==> config.mk <==
export PLATFORM = sky130hd
export DESIGN_NAME = mux_byte_serializer_flat
export DESIGN_NICKNAME = d
export VERILOG_FILES = /design/src/rtl/mux_byte_serializer_pkg.sv /design/src/rtl/mux_byte_serializer_if.sv /design/src/rtl/bit_select_8to1.sv /design/src/rtl/mux_byte_serializer.sv /design/src/flat_wrapper.sv
export SDC_FILE = /design/constraint.sdc
export NUM_CORES = 1
export LEC_CHECK = 0
export CORE_MARGIN = 2
export CORE_UTILIZATION = 43
export DETAILED_ROUTE_END_ITERATION = 8
export PLACE_DENSITY = 0.78
export REMOVE_ABC_BUFFERS = 1
export SYNTH_ARGS = -nofsm -noshare
export SYNTH_HDL_FRONTEND = slang
export SYNTH_SLANG_ARGS = --single-unit
==> constraint.sdc <==
create_clock -name clk -period 2.1 [get_ports clk]
set_input_delay 0.315 -clock clk [delete_from_list [all_inputs] [get_ports clk]]
set_output_delay 0.315 -clock clk [all_outputs]
set_load 0.02 [all_outputs]
==> src/rtl/mux_byte_serializer_pkg.sv <==
// Shared widths, state encoding and bit-order helpers for the byte serializer.
package mux_byte_serializer_pkg;

    localparam int unsigned BYTE_W = 8;
    localparam int unsigned SEL_W  = 3;

    localparam logic ST_IDLE  = 1'b0;
    localparam logic ST_SHIFT = 1'b1;

    typedef enum logic {
        StIdle  = ST_IDLE,
        StShift = ST_SHIFT
    } state_e;

    function automatic logic [SEL_W-1:0] first_idx(input bit msb_first);
        return msb_first ? SEL_W'(BYTE_W - 1) : '0;
    endfunction

    function automatic logic [SEL_W-1:0] last_idx(input bit msb_first);
        return msb_first ? '0 : SEL_W'(BYTE_W - 1);
    endfunction

endpackage

==> src/rtl/mux_byte_serializer_if.sv <==
// Byte-in / bit-out handshake bundle; slave is the serializer, master the surrounding logic.
interface mux_byte_serializer_if;
    import mux_byte_serializer_pkg::*;

    logic [BYTE_W-1:0] in_data;
    logic              in_valid;
    logic              in_ready;
    logic              serial_out;
    logic              out_valid;
    logic              out_ready;
    logic [SEL_W-1:0]  sel;
    logic              busy;
    logic              done;

    modport slave (
        input  in_data, in_valid, out_ready,
        output in_ready, serial_out, out_valid, sel, busy, done
    );

    modport master (
        output in_data, in_valid, out_ready,
        input  in_ready, serial_out, out_valid, sel, busy, done
    );

endinterface

==> src/rtl/bit_select_8to1.sv <==
// Purely combinational 8:1 bit select.
module bit_select_8to1
    import mux_byte_serializer_pkg::*;
(
    input  logic [BYTE_W-1:0] in_i,
    input  logic [SEL_W-1:0]  sel_i,
    output logic              y_o
);

    assign y_o = in_i[sel_i];

endmodule

==> src/rtl/mux_byte_serializer.sv <==
// Parallel-to-serial stage: latches a byte, sweeps the select index and streams one bit per
// accepted transfer.
module mux_byte_serializer
    import mux_byte_serializer_pkg::*;
#(
    parameter bit MSB_FIRST = 1'b0
) (
    input logic                   clk,
    input logic                   rst,
    mux_byte_serializer_if.slave  bus
);

    localparam logic [SEL_W-1:0] First = first_idx(MSB_FIRST);
    localparam logic [SEL_W-1:0] Last  = last_idx(MSB_FIRST);

    state_e            state_q, state_d;
    logic [BYTE_W-1:0] data_q, data_d;
    logic [SEL_W-1:0]  cnt_q, cnt_d;
    logic              done_q, done_d;

    logic shifting, xfer, at_last, in_ready, load, sel_bit;

    always_comb begin
        shifting = (state_q == StShift);
        xfer     = shifting & bus.out_ready;
        at_last  = (cnt_q == Last);
        // Ready during the last-bit transfer lets the next byte follow with no bubble.
        in_ready = ~rst & (~shifting | (xfer & at_last));
        load     = bus.in_valid & in_ready;

        state_d = state_q;
        data_d  = data_q;
        cnt_d   = cnt_q;
        done_d  = xfer & at_last;

        if (load) begin
            data_d  = bus.in_data;
            cnt_d   = First;
            state_d = StShift;
        end else if (xfer) begin
            if (at_last) begin
                state_d = StIdle;
            end else begin
                cnt_d = MSB_FIRST ? cnt_q - SEL_W'(1) : cnt_q + SEL_W'(1);
            end
        end
    end

    always_ff @(posedge clk) begin
        if (rst) begin
            state_q <= StIdle;
            data_q  <= '0;
            cnt_q   <= First;
            done_q  <= 1'b0;
        end else begin
            state_q <= state_d;
            data_q  <= data_d;
            cnt_q   <= cnt_d;
            done_q  <= done_d;
        end
    end

    bit_select_8to1 u_bit_select (
        .in_i  (data_q),
        .sel_i (cnt_q),
        .y_o   (sel_bit)
    );

    assign bus.in_ready   = in_ready;
    assign bus.out_valid  = shifting;
    assign bus.busy       = shifting;
    assign bus.sel        = cnt_q;
    assign bus.serial_out = shifting & sel_bit;
    assign bus.done       = done_q;

endmodule

==> src/flat_wrapper.sv <==
// flat-port wrapper written by rule: the top's interface ports become plain ports
module mux_byte_serializer_flat import mux_byte_serializer_pkg::*;
#(
    parameter bit MSB_FIRST = 1'b0
)
  (clk, rst, bus_in_data, bus_in_valid, bus_out_ready, bus_in_ready, bus_serial_out, bus_out_valid, bus_sel, bus_busy, bus_done);
  mux_byte_serializer_if bus_i ();
  input logic clk;
  input logic rst;
  input wire logic [$bits(bus_i.in_data)-1:0] bus_in_data;
  input wire logic [$bits(bus_i.in_valid)-1:0] bus_in_valid;
  input wire logic [$bits(bus_i.out_ready)-1:0] bus_out_ready;
  output wire logic [$bits(bus_i.in_ready)-1:0] bus_in_ready;
  output wire logic [$bits(bus_i.serial_out)-1:0] bus_serial_out;
  output wire logic [$bits(bus_i.out_valid)-1:0] bus_out_valid;
  output wire logic [$bits(bus_i.sel)-1:0] bus_sel;
  output wire logic [$bits(bus_i.busy)-1:0] bus_busy;
  output wire logic [$bits(bus_i.done)-1:0] bus_done;
  assign bus_i.in_data = bus_in_data;
  assign bus_i.in_valid = bus_in_valid;
  assign bus_i.out_ready = bus_out_ready;
  assign bus_in_ready = bus_i.in_ready;
  assign bus_serial_out = bus_i.serial_out;
  assign bus_out_valid = bus_i.out_valid;
  assign bus_sel = bus_i.sel;
  assign bus_busy = bus_i.busy;
  assign bus_done = bus_i.done;
  mux_byte_serializer #(.MSB_FIRST(MSB_FIRST)) u_core (.clk(clk), .rst(rst), .bus(bus_i));
endmodule
Yosys cells after proc, flatten, opt, wreduce, memory -nomap -nowiden
Index checks and enable logic that the tools add are counted.
{ "totals": {"ff_bits": 13, "latch_bits": 0, "ramBits": 0, "mem_bits_ro": 0, "out_inout_bits": 8, "wordCells": 26, "n_memories": 0} }
{ "op_classes": {"add_sub_neg": 1, "n_mul": 0, "div": 0, "order_cmp": 1, "n_eq_ne": 1, "shifts": 0, "muxes": 5, "n_bitwise": 9, "n_reduce_logical": 5} }
{ "ops": {"columns": ["operator", "n"], "rows": [
  ["AND 1 bit", 5],
  ["< comparator 3 x 4 -> 1 bit, second input constant", 1],
  ["2-to-1 mux 1 bit", 4],
  ["AND reduction 2 bit", 2],
  ["nonzero test 2 bit", 2],
  ["adder 3 x 1 -> 3 bit, second input constant", 1],
  ["binary-select mux 1 bit (select 3 bit)", 1],
  ["== test 3 bit, second input constant", 1],
  ["NOT 1 bit", 3],
  ["OR reduction 2 bit", 1],
  ["bitwise OR 1 bit", 1]
]} }

Logic depth before layout (Yosys ltp)
Gate-level depths: netlist of run 1.
{ "logic_depth": {"depth_word": 7, "depth_mapped": 6, "mapped_depth_nobuf": 5} }

Cells and area by module
Synthesis of run 1 repeated with hierarchy kept, for this count alone.
{ "hier_totals": {"cells_unflattened": 51, "area_unflattened_um2": 659.4} }
{ "by_module_without_submodules": {"columns": ["mod", "n_inst", "cells_each", "area_per_inst_um2", "seq_area_each_um2"], "rows": [
  ["mux_byte_serializer", 1, 48, 595.6, 260.2],
  ["bit_select_8to1", 1, 3, 63.8, 0.0]
]} }

Least setup slack after synthesis of run 1
OpenSTA, ideal clock, no wires.
{ "synth_timing": {"kind": "register to register", "from": "reg u_core.cnt_q[1] (netlist: u_core.bus.sel[1])", "to": "reg u_core.data_q[0]", "arrival_ns": 1.697, "required_time_ns": 1.979, "path_slack_ns": 0.282, "path_stages_with_launch": 7, "path_buffers": 1, "synth_period_minus_slack_ns": 1.818, "cell_sequence": "dfxtp_1 > ha_1 > ha_1 > a21boi_4 > nor3b_2 > buf_6 > mux2_4"} }
{ "synth_via": {"elab_chain_cells": 5} }
{ "synth_rtl": {"columns": ["element", "line", "rtl"], "rows": [
  ["start: declaration", "mux_byte_serializer.sv:18", "logic [SEL_W-1:0] cnt_q, cnt_d;"],
  ["start signal: assignment", "mux_byte_serializer.sv:53", "cnt_q <= First;"],
  ["start signal: assignment", "mux_byte_serializer.sv:58", "cnt_q <= cnt_d;"],
  ["== test 3 bit", "mux_byte_serializer.sv:26", "at_last = (cnt_q == Last);"],
  ["AND 1 bit", "mux_byte_serializer.sv:28", "in_ready = ~rst & (~shifting | (xfer & at_last));"],
  ["bitwise OR 1 bit", "mux_byte_serializer.sv:28", null],
  ["AND 1 bit", "mux_byte_serializer.sv:28", null],
  ["AND 1 bit", "mux_byte_serializer.sv:29", "load = bus.in_valid & in_ready;"],
  ["end signal: assignment", "mux_byte_serializer.sv:57", "data_q <= data_d;"],
  ["end: declaration", "mux_byte_serializer.sv:17", "logic [BYTE_W-1:0] data_q, data_d;"]
]} }
No other way between the ends.
A chain may end at the register's enable or synchronous reset.

Final worst setup path of run 1
{ "layout_timing": {"from": "reg u_core.cnt_q[1] (netlist: u_core.bus.sel[1])", "to": "out bus_serial_out"} }
{ "layout_via": {"elab_chain_cells": 3} }
{ "layout_rtl": {"columns": ["element", "line", "rtl"], "rows": [
  ["binary-select mux 1 bit (select 3 bit)", "bit_select_8to1.sv:10", "assign y_o = in_i[sel_i];"],
  ["2-to-1 mux 1 bit (implied by the code)", "bit_select_8to1.sv:10", null],
  ["AND 1 bit", "mux_byte_serializer.sv:73", "assign bus.serial_out = shifting & sel_bit;"],
  ["end: declaration", "flat_wrapper.sv:14", "output wire logic [$bits(bus_i.serial_out)-1:0] bus_serial_out;"]
]} }
No other way between the ends. The select of a mux whose other input is x is not followed.

==> metrics.csv, run 1 <==
stage,metric,value,unit
status,status,"complete, no violations",
timing,"Hold Vio Cnt, Final",0,
cts,TritonCTS clock tree,done,
logic_synthesis,Synth top cells by count,"dfxtp_1, mux2_4, and2b_1, nor2_1, nor2b_1",
worst_hold_path,hold endpoint,u_core.bus.sel[1],
critical_path,"critical path, cell by cell",mux4_2 > nor2_1 > a311oi_1 > dlygate4sd2_1,
cts,Root Driver,clkbuf_4,
grt,first-pass GRT wire length,2.01,mm
critical_path,CP bufs+invs,1,
power,Pwr Density,584,mW/mm²
critical_path,R2R depth,6,
logic_synthesis,post-synthesis sequential area ratio,39.8,%
cts,H-tree levels,1,
logic_synthesis,"Top FF cell, synth",dfxtp_1,
power,P_sw,122,µW
cells_and_area,nets,92,
critical_path,CP Class,reg2out,
placement,# placed instances,89,
floorplanning,chip height,43.0,µm
logic_synthesis,Seq cells post-synth,13,
timing,# setup viols final,0,
power,Pwr Total,518,µW
logic_synthesis,Synth warnings,0,
critical_path,crit-path max cell delay,500,ps
logic_synthesis,share of the synthesized area in the top cell type,39.8,%
floorplanning,core box area,0.00147,mm²
logic_synthesis,mean post-synth cell area,12.1,µm²
route,via count,467,
cts,clock buffer depth,2,
route,DR iter-0 viols,1,
grt,via count of the first global-routing pass,461,
critical_path,data required time of the worst path,1780,ps
route,Post-DRT Antenna Nets,0,
placement,DP HPWL,807,µm
logic_synthesis,cell taking the most area after synthesis,dfxtp_1,
logic_synthesis,Post-Syn Area,653,µm²
worst_hold_path,hold_sp,u_core.bus.sel[1],
timing,final count of pins violating max slew,0,
grt,initial antenna violation count,0,
floorplanning,Initial Util,44.4,%
route,drt wl/cell,12.3,µm
cells_and_area,post-route insts no fill,93,
timing,measured slew at the worst slew-check pin,230,ps
flow_run,number of max-cap violations,0,
critical_path,"CP delay by family, top",multiplexers,
placement,port bufs,19,
power,Pint,396,µW
route,drc violations,0,
cts,CTS Buf Count,3,
timing,RSZ-0062 raised after global routing,no,
worst_hold_path,HP Class,reg2reg,
timing,crit share post-route,92.6,%
logic_synthesis,most frequent cell after synthesis,dfxtp_1,
timing,Max-slew headroom,84.6,%
critical_path,Worst R2R Setup Slack,400,ps
critical_path,"Slowest-stage cell, CP",mux4_2,
critical_path,CP Launch Type,register,
timing,Final TNS setup,0,ps
route,Total Routed Length,1.15,mm
grt,"Remaining Overflow, GRT",0,
placement,Final GP Congestion,0.805,
critical_path,r2r startpoint,u_core.bus.sel[1],
timing,fmax,514,MHz
timing,crit path time final,1940,ps
power,switch share,23.5,%
logic_synthesis,"EDFF count, synth",0,
logic_synthesis,post-synthesis cell count,54,
grt,GRT Overall Usage,15.3,%
critical_path,reg2reg end,u_core.data_q[5],
critical_path,worst path arrival time,1630,ps
floorplanning,die width,43.0,µm
timing,Worst Clk Skew,3.84,ps
cts,Hold Buf Count CTS,0,
route,First-pass DRT Iterations,4,
worst_hold_path,Hold Crit Depth,2,
critical_path,CP Capture Type,primary output,
cells_and_area,filler cell count,132,
cts,clock sink count,13,
cells_and_area,share of post-route cells with drive strength above 1,26.0,%
cts,clock latency at the later pin of the worst-skew pair,270,ps
critical_path,CP startpoint,u_core.bus.sel[1],
floorplanning,Core Rows,14,
power,Clk pwr share,29.1,%
floorplanning,Ports,20,
logic_synthesis,synth top area cells,"dfxtp_1, mux2_4, mux2i_1",
cts,setup repair bufs after CTS,0,
power,Max VDD drop,0.361,mV
timing,hold slack,587,ps
cells_and_area,area grow syn2layout,35.8,%
floorplanning,DIE AREA,0.00185,mm²
grt,pin count of the biggest net entering global routing,14,
power,share of total power in combinational logic,19.0,%
critical_path,crit path max fanout,6,
logic_synthesis,Synth cell types,21,
cells_and_area,diode count,0,
power,Reg power frac,51.9,%
logic_synthesis,"Async S/R FF share, synth",0,%
power,Pleak,0.000392,µW
route,vias per cell,5.02,
cts,clock transition at the registers of the reported paths,70,ps
## repair_timing
item / 4_1_cts / 5_1_grt
hold endpoints to repair: 0 / 0
gates resized for setup: 3 / 0
setup endpoints to repair: 2 / 0
## power groups by stage
stage	Sequential (µW)	Clock (µW)	Combinational (µW)
detailed placement	275	0	99.9
finish	269	151	98.2
CTS	269	155	98.9
floorplan	278	0	46.9
global placement	275	0	98.8
global route	271	164	107
## sequential cells by signal, indices dropped and copies added (netlist names)
signal / count
u_core.data_q: 8
u_core.bus.sel: 3
u_core.bus.busy: 1
u_core.bus.done: 1
## per-layer routing
metal / track usage [%] / part of all wire (%) / vias to the layer above
li1: - / - / 237
met1: 19.2 / 47 / 205
met2: 21.8 / 41 / 19
met3: 5.11 / 8.8 / 6
met4: 10.9 / 3.1 / 0
met5: 0 / 0 / -
## placed cells by master (no fill, tap or decap)
| master | count |
|---|---|
| nand3b_1 | 1 |
| mux2i_1 | 3 |
| dfxtp_1 | 12 |
| xor2_1 | 1 |
| a21boi_4 | 1 |
| o31ai_1 | 1 |
| and4b_2 | 1 |
| nor2b_1 | 4 |
| dlygate4sd2_1 | 2 |
| clkbuf_4 | 3 |
| a311oi_1 | 1 |
| nor3b_2 | 1 |
| and2b_1 | 4 |
| dfxtp_2 | 1 |
| clkbuf_1 | 1 |
| clkdlybuf4s50_1 | 17 |
| mux4_2 | 1 |
| ha_1 | 2 |
| nor3_1 | 3 |
| nor2_1 | 4 |
| mux2_4 | 7 |
| inv_1 | 1 |
| mux2_2 | 2 |
| buf_4 | 3 |
## tightest hold or removal path, delay by kind of cell, from the launching register on
kind	cells	cell delay, ps
flops	1	360
mux	1	140
simple gates	1	50
## kinds of logic (layout without fill, tap and decap cells)
logic type | after synthesis | after routing | synth area share (%)
fa+ha+maj | 2 | 2 | 3.83
compound gates | 3 | 3 | 5.36
mux | 13 | 13 | 27.6
buf+inv | 4 | 27 | 4.21
xor+xnor | 1 | 1 | 1.34
flops | 13 | 13 | 39.8
simple gates | 18 | 18 | 17.8
## layout make-up
| class | instances | area, µm² | area share, % |
|---|---|---|---|
| Sequential cell | 13 | 262 | 29.5 |
| Inverter | 1 | 3.75 | 0.423 |
| Tap cell | 16 | 20.0 | 2.26 |
| Multi-Input combinational cell | 37 | 365 | 41.2 |
| Clock buffer | 4 | 26.3 | 2.96 |
| Timing Repair Buffer | 22 | 210 | 23.7 |
## worst max-delay path by stage
stage	end	slack, ps	cells after the start
2_1_floorplan	u_core.data_q[5]	-90	5
3_3_place_gp	bus_in_ready	160	4
3_5_place_dp	bus_in_ready	140	4
4_1_cts	bus_serial_out	140	4
5_1_grt	bus_serial_out	60	4
6_report	bus_serial_out	160	4
## metrics by stage
stage | util (%) | area [µm²] | worst slack [ps]
2_1_floorplan | - | 629 | -87.4
3_3_place_gp | 58.6 | 862 | 159
3_5_place_dp | 58.6 | 862 | 144
4_1_cts | 60.3 | 887 | 141
5_1_grt | 60.3 | 887 | 62.6
6_report | 60.3 | 887 | 156
(Power assumes the default switching activity.)
==> run 2: changes to the inputs <==
--- a/config.mk
+++ b/config.mk
@@ -9,7 +9,6 @@
 export CORE_UTILIZATION = 43
 export DETAILED_ROUTE_END_ITERATION = 8
 export PLACE_DENSITY = 0.78
-export REMOVE_ABC_BUFFERS = 1
 export SYNTH_ARGS = -nofsm -noshare
 export SYNTH_HDL_FRONTEND = slang
 export SYNTH_SLANG_ARGS = --single-unit
==> constraint.sdc (replaced) <==
create_clock -name clk -period 2.32 [get_ports clk]
set_input_delay 0.348 -clock clk [delete_from_list [all_inputs] [get_ports clk]]
set_output_delay 0.348 -clock clk [all_outputs]
set_load 0.02 [all_outputs]
==> run 2 against run 1 <==
Against the previous run: global-route usage fell by 0.16 points; clock skew rose by 0.62 ps; final cell count fell by 1.1%; sequential power fell by 8.6%; power fell by 8.2%; register-to-register slack improved by 190 ps; die area did not move; clock-buffer cell count did not move; critical endpoint unchanged.
==> metrics.csv, run 2 (synthesized netlist as in run 1, its figures left out) <==
stage,metric,value,unit,change
cts,CTS Buf Count,3,,unchanged
cells_and_area,max FFs per register,8,,unchanged
cells_and_area,Reg with most FFs,u_core.data_q,,unchanged
status,status,"complete, no violations",,unchanged
cells_and_area,filler cell count,125,,was 132
power,Pwr Total,475,µW,was 518 µW
cts,TritonCTS clock tree,done,,unchanged
floorplanning,DIE AREA,0.00185,mm²,unchanged
cells_and_area,most frequent cells in the layout,"clkdlybuf4s50_1, dfxtp_1, mux2_4",,unchanged
critical_path,Critical path destination,bus_serial_out,,unchanged
timing,# setup viols final,0,,unchanged
grt,first-pass GRT wire length,2.01,mm,unchanged
cts,Root Driver,clkbuf_4,,unchanged
critical_path,reg2reg end,u_core.data_q[5],,unchanged
critical_path,CP Class,reg2out,,unchanged
critical_path,CP Launch Type,register,,unchanged
route,DR iter-0 viols,7,,was 1
placement,port bufs,19,,unchanged
critical_path,R2R depth,6,,unchanged
cts,clock buffer depth,2,,unchanged
cells_and_area,share of post-route cells with drive strength above 1,26.3,%,was 26.0%
timing,fmax,449,MHz,
grt,GRT Overall Usage,15.2,%,was 15.3%
timing,crit path time final,2230,ps,
placement,Final GP Congestion,0.656,,was 0.805
worst_hold_path,Hold Crit Depth,2,,unchanged
cts,Hold Buf Count CTS,0,,unchanged
critical_path,worst path arrival time,1880,ps,was 1630 ps
critical_path,crit path max fanout,6,,unchanged
timing,hold slack,595,ps,was 587 ps
critical_path,data required time of the worst path,1970,ps,was 1780 ps
power,Pleak,0.000380,µW,was 0.000392 µW
route,Post-DRT Antenna Nets,0,,unchanged
cells_and_area,nets,91,,was 92
floorplanning,core box area,0.00147,mm²,unchanged
timing,Final TNS setup,0,ps,unchanged
timing,"Hold Vio Cnt, Final",0,,unchanged
grt,"Remaining Overflow, GRT",0,,unchanged
grt,initial antenna violation count,0,,unchanged
timing,fin worst setup slack,93.2,ps,was 156 ps
route,drt wl/cell,13.2,µm,was 12.3 µm
route,drc violations,0,,unchanged
cells_and_area,fin area,883,µm²,was 887 µm²
power,Pwr Density,538,mW/mm²,was 584 mW/mm²
grt,pin count of the biggest net entering global routing,15,,was 14
cells_and_area,area grow syn2layout,35.2,%,was 35.8%
power,Max VDD drop,0.264,mV,was 0.361 mV
cells_and_area,register area,263,µm²,was 262 µm²
floorplanning,chip height,43.0,µm,unchanged
cts,clock sink count,13,,unchanged
logic_synthesis,Synth Net Count,68,,
cts,H-tree levels,1,,unchanged
critical_path,CP Capture Type,primary output,,unchanged
floorplanning,Initial Util,44.4,%,unchanged
critical_path,CP startpoint,u_core.bus.sel[1],,unchanged
cells_and_area,multi-input gate area in the final layout,365,µm²,unchanged
floorplanning,Ports,20,,unchanged
route,Total Routed Length,1.21,mm,was 1.15 mm
timing,crit share post-route,96.0,%,
placement,Placed Area,855,µm²,was 862 µm²
floorplanning,Core Rows,14,,unchanged
worst_hold_path,HP Class,reg2reg,,unchanged
worst_hold_path,hold_sp,u_core.bus.sel[1],,unchanged
timing,final count of pins violating max slew,0,,unchanged
cells_and_area,diode count,0,,unchanged
flow_run,number of max-cap violations,0,,unchanged
floorplanning,die width,43.0,µm,unchanged
timing,Worst Clk Skew,4.46,ps,was 3.84 ps
critical_path,r2r startpoint,u_core.bus.sel[1],,unchanged
route,First-pass DRT Iterations,5,,was 4
grt,via count of the first global-routing pass,452,,was 461
route,via count,472,,was 467
cts,clock transition at the registers of the reported paths,80,ps,was 70 ps
cells_and_area,"most common cell after layout, fill and taps aside",clkdlybuf4s50_1,,unchanged
cts,clock latency at the later pin of the worst-skew pair,280,ps,was 270 ps
route,vias per cell,5.13,,was 5.02
placement,DP HPWL,918,µm,was 807 µm
placement,pre-CTS setup slack,297,ps,was 144 ps
timing,RSZ-0062 raised after global routing,no,,unchanged
timing,measured slew at the worst slew-check pin,241,ps,was 230 ps
timing,Max-slew headroom,83.8,%,was 84.6%
critical_path,Worst R2R Setup Slack,590,ps,was 400 ps
[run 2: changes by cell type in the layout (fill, tap and decap cells not counted)]
cell	delta
clkdlybuf4s50_1	+2
dlygate4sd2_1	-2
buf_4	-1
dfxtp_1	-1
dfxtp_2	+1
[run 2: area by class of cell]
class                   count  area share, %
multi-input cells          37           41.4
flip-flops and latches     13           29.7
repair buffers             21           23.2
clock buffers               4           2.97
well taps                  16           2.27
inverters                   1          0.425
[run 2: stage by stage]
step,cells,util (%)
detailed placement,88,58.1
global placement,88,58.1
CTS,92,59.9
floorplan,54,-
global route,92,60.0
finish,92,60.0
[run 2: repair_timing]
item,in CTS,in global routing
resized for setup,1,1
buffers inserted,0,0
endpoints found under the setup margin,1,1
hold endpoints to repair,0,0
[run 2: worst min path at each step]
stage / end / slack, ps
2_1_floorplan: u_core.bus.busy / 470
3_5_place_dp: u_core.data_q[0] / 590
4_1_cts: u_core.bus.sel[1] / 600
5_1_grt: u_core.bus.sel[1] / 620
3_3_place_gp: u_core.data_q[0] / 580
6_report: u_core.bus.sel[1] / 590
[run 2: metal layers]
| layer | vias up | part of all wire, % | track usage (%) |
|---|---|---|---|
| li1 | 232 | - | - |
| met1 | 221 | 44 | 18.7 |
| met2 | 15 | 48 | 22.4 |
| met3 | 4 | 5.0 | 4.26 |
| met4 | 0 | 2.5 | 10.9 |
| met5 | - | 0 | 0 |
[run 2: power breakdown]
| part | total (µW) | switching, µW | internal [µW] |
|---|---|---|---|
| clock | 142 | 75.1 | 66.7 |
| combinational | 87.5 | 30.7 | 56.7 |
| sequential | 246 | 10.2 | 236 |
| total | 475 | 116 | 359 |
[run 2: critical path: stages, from the launching register on]
cell             delay, ps
dfxtp_2                400
mux4_2                 510
nor2_1                  90
a311oi_1                50
clkdlybuf4s50_1        550
==> run 3: changes to the inputs <==
--- a/config.mk
+++ b/config.mk
@@ -8,6 +8,7 @@
 export CORE_MARGIN = 2
 export CORE_UTILIZATION = 43
 export DETAILED_ROUTE_END_ITERATION = 8
+export GPL_TIMING_DRIVEN = 1
 export PLACE_DENSITY = 0.78
 export SYNTH_ARGS = -nofsm -noshare
 export SYNTH_HDL_FRONTEND = slang
==> results of run 3 <==
Same layout as run 2: the final DEF is identical, and so are final timing and power.
